==> src/rtl/reg_bus_arb_pkg.sv <==
// reg_bus_arb_pkg: shared state type and constants for reg_bus_arbiter
package reg_bus_arb_pkg;
   typedef enum logic [1:0] {IDLE, BUSY, RESP} state_t;
   localparam logic [1:0] ALIGN_MASK = 2'b11;
   localparam int TIMEOUT_DEF = 16;
endpackage

==> src/rtl/reg_bus_arbiter_rr_pick.sv <==
// rr_pick: combinational rotating-priority picker, first set bit at or after ptr
module rr_pick #(
   parameter int N = 2,
   parameter int IW = (N > 1) ? $clog2(N) : 1
) (
   input  logic [N-1:0]  req,
   input  logic [IW-1:0] ptr,
   output logic          valid,
   output logic [IW-1:0] winner
);
   always_comb begin
      valid = |req;
      winner = '0;
      // scan from the farthest offset down so the nearest set bit wins
      for (int i = N - 1; i >= 0; i--)
         if (req[(int'(ptr) + i) % N]) winner = IW'((int'(ptr) + i) % N);
   end
endmodule

==> src/rtl/reg_bus_arbiter.sv <==
// reg_bus_arbiter: round-robin sequencer sharing one register bus among NUM_REQ requesters.
// Define REG_BUS_ARB_TIMEOUT_EN to abort bus cycles that see no bus_ready within TIMEOUT cycles.
module reg_bus_arbiter
   import reg_bus_arb_pkg::*;
#(
   parameter int NUM_REQ = 2,
   parameter int AW = 32,
   parameter int DW = 32,
   parameter int SW = 4,
   parameter int TIMEOUT = TIMEOUT_DEF
) (
   input  logic                  clk,
   input  logic                  rst_b,
   input  logic [NUM_REQ-1:0]    req,
   input  logic [NUM_REQ-1:0]    req_we,
   input  logic [NUM_REQ*AW-1:0] req_addr,
   input  logic [NUM_REQ*DW-1:0] req_wdata,
   input  logic [NUM_REQ*SW-1:0] req_wstrb,
   output logic [NUM_REQ-1:0]    ack,
   output logic [DW-1:0]         rsp_rdata,
   output logic                  rsp_err,
   output logic [AW-1:0]         bus_addr,
   output logic                  bus_we,
   output logic                  bus_re,
   output logic [DW-1:0]         bus_wdata,
   output logic [SW-1:0]         bus_wstrb,
   input  logic [DW-1:0]         bus_rdata,
   input  logic                  bus_ready
);
   localparam int IW = (NUM_REQ > 1) ? $clog2(NUM_REQ) : 1;
   state_t state;
   logic [IW-1:0] rr_ptr, win_idx, pick;
   logic pick_valid;
   logic [AW-1:0] sel_addr;
   assign sel_addr = req_addr[int'(pick)*AW +: AW];
   rr_pick #(.N(NUM_REQ), .IW(IW)) u_rr_pick (
      .req(req),
      .ptr(rr_ptr),
      .valid(pick_valid),
      .winner(pick)
   );
`ifdef REG_BUS_ARB_TIMEOUT_EN
   localparam int CW = $clog2(TIMEOUT + 1);
   logic [CW-1:0] cnt;
   logic expired;
   assign expired = cnt == CW'(TIMEOUT - 1);
`endif
   always_ff @(posedge clk or negedge rst_b) begin
      if (!rst_b) begin
         state <= IDLE;
         rr_ptr <= '0;
         win_idx <= '0;
         ack <= '0;
         rsp_rdata <= '0;
         rsp_err <= 1'b0;
         bus_addr <= '0;
         bus_we <= 1'b0;
         bus_re <= 1'b0;
         bus_wdata <= '0;
         bus_wstrb <= '0;
`ifdef REG_BUS_ARB_TIMEOUT_EN
         cnt <= '0;
`endif
      end else begin
         ack <= '0;
         case (state)
            IDLE: if (pick_valid) begin
               win_idx <= pick;
               bus_addr <= sel_addr;
               bus_wdata <= req_wdata[int'(pick)*DW +: DW];
               bus_wstrb <= req_wstrb[int'(pick)*SW +: SW];
               if ((sel_addr[1:0] & ALIGN_MASK) != 2'b00) begin
                  state <= RESP;
                  ack <= NUM_REQ'(1) << pick;
                  rsp_err <= 1'b1;
                  rsp_rdata <= '0;
               end else begin
                  state <= BUSY;
                  bus_we <= req_we[pick];
                  bus_re <= !req_we[pick];
`ifdef REG_BUS_ARB_TIMEOUT_EN
                  cnt <= '0;
`endif
               end
            end
            BUSY: if (bus_ready) begin
               state <= RESP;
               ack <= NUM_REQ'(1) << win_idx;
               rsp_err <= 1'b0;
               rsp_rdata <= bus_we ? '0 : bus_rdata;
               bus_we <= 1'b0;
               bus_re <= 1'b0;
`ifdef REG_BUS_ARB_TIMEOUT_EN
            end else if (expired) begin
               state <= RESP;
               ack <= NUM_REQ'(1) << win_idx;
               rsp_err <= 1'b1;
               rsp_rdata <= '0;
               bus_we <= 1'b0;
               bus_re <= 1'b0;
            end else begin
               cnt <= cnt + 1'b1;
`endif
            end
            RESP: begin
               state <= IDLE;
               rr_ptr <= (win_idx == IW'(NUM_REQ - 1)) ? '0 : win_idx + 1'b1;
            end
            default: state <= IDLE;
         endcase
      end
   end
endmodule

==> config.mk <==
export PLATFORM = sky130hd
export DESIGN_NAME = reg_bus_arbiter
export DESIGN_NICKNAME = d
export VERILOG_FILES = /design/src/rtl/reg_bus_arb_pkg.sv /design/src/rtl/reg_bus_arbiter_rr_pick.sv /design/src/rtl/reg_bus_arbiter.sv
export SDC_FILE = /design/constraint.sdc
export NUM_CORES = 1
export LEC_CHECK = 0
export BUFFER_PORTS_ARGS = -buffer_cell sky130_fd_sc_hd__buf_2
export CAP_MARGIN = 20
export CORE_MARGIN = 5
export CORE_UTILIZATION = 38
export CTS_CLUSTER_DIAMETER = 50
export DETAILED_ROUTE_END_ITERATION = 7
export MAX_ROUTING_LAYER = met4
export PLACE_DENSITY = 0.82
export SLEW_MARGIN = 20
export SYNTH_ARGS = -nofsm -noshare
export SYNTH_HDL_FRONTEND = slang
export SYNTH_SLANG_ARGS = --single-unit
==> constraint.sdc <==
create_clock -name clk -period 2.33 [get_ports clk]
set_input_delay 0.3495 -clock clk [delete_from_list [all_inputs] [get_ports clk]]
set_output_delay 0.3495 -clock clk [all_outputs]
set_load 0.03 [all_outputs]
==> flow_summary.toml <==
[sta]
slew_headroom_pct = 43.01
tightest_slew_ns = 0.8540
fin_setup_tns_ns = 0
clock_skew_ns = 0.005957
worst_hold_slack_ns = -0.0008421
period_share_pct = 89.17
rsz0062_at_grt = "no"
min_period_ns = 2.078
setup_viol = 0
final_max_slew_viol_count = 0
max_freq_ghz = 0.4813
post-route-worst-setup-slack_ns = 0.2523
hold_viol_final = 1

[synth]
syn-num-nets = 662
synthesis.area_um2 = 4816
ys_types = 30
synth_seq_cells = 109
ys_seq_area_share_pct = 56.64
synth_cells = 487
syn_avg_cell_area_um2 = 9.889
ys_warn_count = 0

[global_routing]
grt_usage_pct = 18.45
grt_start_max_net_pins = 52
antenna_found_initial = 0
grt_remaining_overflow = 0
grt_pass1_wl_mm = 21.60
grt_pass1_vias = 4387

[power]
ir_drop_v = 0.0005338
p_per_area_nw_per_um2 = 1369
leakage_nw = 3.631

[floorplanning]
rows = 41
io_pins = 280
die_area_um2 = 15020
core_um2 = 12520
dieWidth_um = 122.6
initial_core_util_pct = 38.47
die-height_um = 122.6

[clock_network]
cts_tree = "done"
numCtsBuffers = 9
htree_levels = 3
clk_pin_slew_ns = 0.07
cts.repair.resized = 0
clk_path_buf_depth = 2
cts_setup_buffers = 0
numClockSinks = 109
hold_buffers = 0
clkLatencyLatePin_ns = 0.33
cts_root_buf = "clkbuf_16"

[cells_and_area]
final_cell_area_um2 = 6764
n_fill_cell = 1165
final_cell_mix = "buf_2 (278), nand2_1 (142), dfrtp_1 (109), a22oi_1 (71), o21ai_0 (37)"
num-nets-final = 932
final_common_cell = "buf_2"
syn2layout_area_growth_pct = 40.45
diodes = 0
final_layout_size_suffix_gt1_share_pct = 41.99
fin_util_pct = 54.04

[setup_path]
arrival_ns = 2.30
cp_slowest_stage_delay_ns = 0.69
endpoint_kind = "register"
crit_slowest_cell = "nor2_2"
worstSetupPathType = "register to register"
critPathMaxFanout = 20
start_kind = "register"
crit_required_ns = 2.55
crit_chain = "nor2b_1, nor3_1, nor2_2, buf_4, o21ai_0"

[run_status]
violations = "hold timing"
status = "finished, violations left"

[placement]
gp_congestion = 0.8116
placed_area_um2 = 6452
port-buffer-count = 279
pre_cts_ws_ns = 0.2337
detailed_place_hpwl_mm = 11.02

[min_path]
hold_path_class = "primary input to async pin"

[drt]
antenna_left = 0
vias_per_cell = 4.928
drt_pre_antenna_iters = 4
route.detailed.drc = 0
vias = 4603
wire_per_inst_um = 15.21
finalWirelength_mm = 14.21
first_iter_violations = 292

[job]
cap_viol_max_count = 0
-- path summary, 6_finish.rpt --
path                                    start             to  slack (ns)  cells past startpoint
worst min-delay path                    rst_b  rsp_rdata[11]     -0.0008                      1
worst min register to register   bus_wdata[0]   bus_wdata[0]        0.46                      2
max in group asynchronous               rst_b   bus_wdata[0]        1.66                      2
min in group clk                req_wdata[15]  bus_wdata[15]        0.23                      3
worst max register to register         rr_ptr  rsp_rdata[28]        0.25                      5
worst max-delay path                   rr_ptr  rsp_rdata[28]        0.25                      5
-- flip-flops by register name, summed over array words and instances (netlist names) --
register	flops
bus_addr	32
bus_wdata	32
rsp_rdata	32
bus_wstrb	4
ack	2
state	2
bus_re	1
bus_we	1
rr_ptr	1
rsp_err	1
win_idx	1
-- layer usage --
metal  global-route usage (%)  wire length (um)
met1                    22.65              5813
met2                    31.19              7120
met5                        -                 0
met3                    3.687              1121
met4                    5.038               150
-- logic make-up after synthesis --
family                 after synthesis  synth area share, %
flip-flops                         109                56.64
multiplexers                        30                6.261
AND/OR/NAND/NOR                    159                13.07
AO/OA/AOI/OAI                      149                20.08
buffers and inverters               40                3.949
-- worst max-delay path, delay by kind of cell, from the launching register on --
family / cells / cell delay [ns]
buffers and inverters: 1 / 0.33
DFF: 1 / 0.44
AOI/OAI and AO/OA: 1 / 0.11
and+or+nand+nor: 3 / 1.09
-- power breakdown --
part / switching [W] / internal [W] / leakage [nW] / total [W]
Clock: 0.000674 / 0.000899 / 0.149 / 0.00157
Sequential: 0.000447 / 0.00268 / 1.39 / 0.00313
Combinational: 0.00320 / 0.00136 / 2.09 / 0.00456
-- layout make-up --
class | count | area, um2 | area share [%]
flip-flops and latches | 109 | 2728 | 40.33
well taps | 172 | 215.2 | 3.182
clock inverters | 4 | 55.05 | 0.8139
inverters | 4 | 15.01 | 0.2220
multi-input cells | 338 | 1926 | 28.47
repair buffers | 295 | 1569 | 23.20
clock buffers | 12 | 256.5 | 3.792
-- per-stage QoR --
| step | power [W] | std cells | hold WS (ns) |
|---|---|---|---|
| finish | 0.009261 | 934 | -0.0008421 |
| CTS | 0.009382 | 934 | 0.005226 |
| global placement | 0.007665 | 918 | 0.3802 |
| floorplan | 0.006197 | 487 | 0.05391 |
| detailed placement | 0.007798 | 918 | 0.3791 |
| global route | 0.009849 | 934 | 0.03818 |
-- cell usage after synthesis --
master | number | share of area, %
nand2_1 | 143 | 11
dfrtp_1 | 109 | 57
a22oi_1 | 71 | 11
o21ai_0 | 37 | 3.8
mux2i_1 | 29 | 6.0
o21ai_1 | 29 | 3.0
clkbuf_1 | 16 | 1.2
buf_2 | 15 | 1.6
inv_1 | 4 | 0.31
nand2b_1 | 4 | 0.52
nor2_1 | 4 | 0.31
a211o_1 | 2 | 0.36
a21oi_1 | 2 | 0.21
buf_6 | 2 | 0.47
clkbuf_2 | 2 | 0.21
nor3_1 | 2 | 0.21
o22ai_1 | 2 | 0.26
or2_2 | 2 | 0.26
a211oi_1 | 1 | 0.16
a211oi_4 | 1 | 0.42
a21boi_1 | 1 | 0.16
a32o_1 | 1 | 0.21
buf_4 | 1 | 0.16
mux2_2 | 1 | 0.23
nand3b_1 | 1 | 0.16
nor2b_1 | 1 | 0.13
nor3_2 | 1 | 0.21
o2bb2ai_1 | 1 | 0.18
o311a_1 | 1 | 0.21
or2_1 | 1 | 0.13
(Power assumes the default switching activity.)
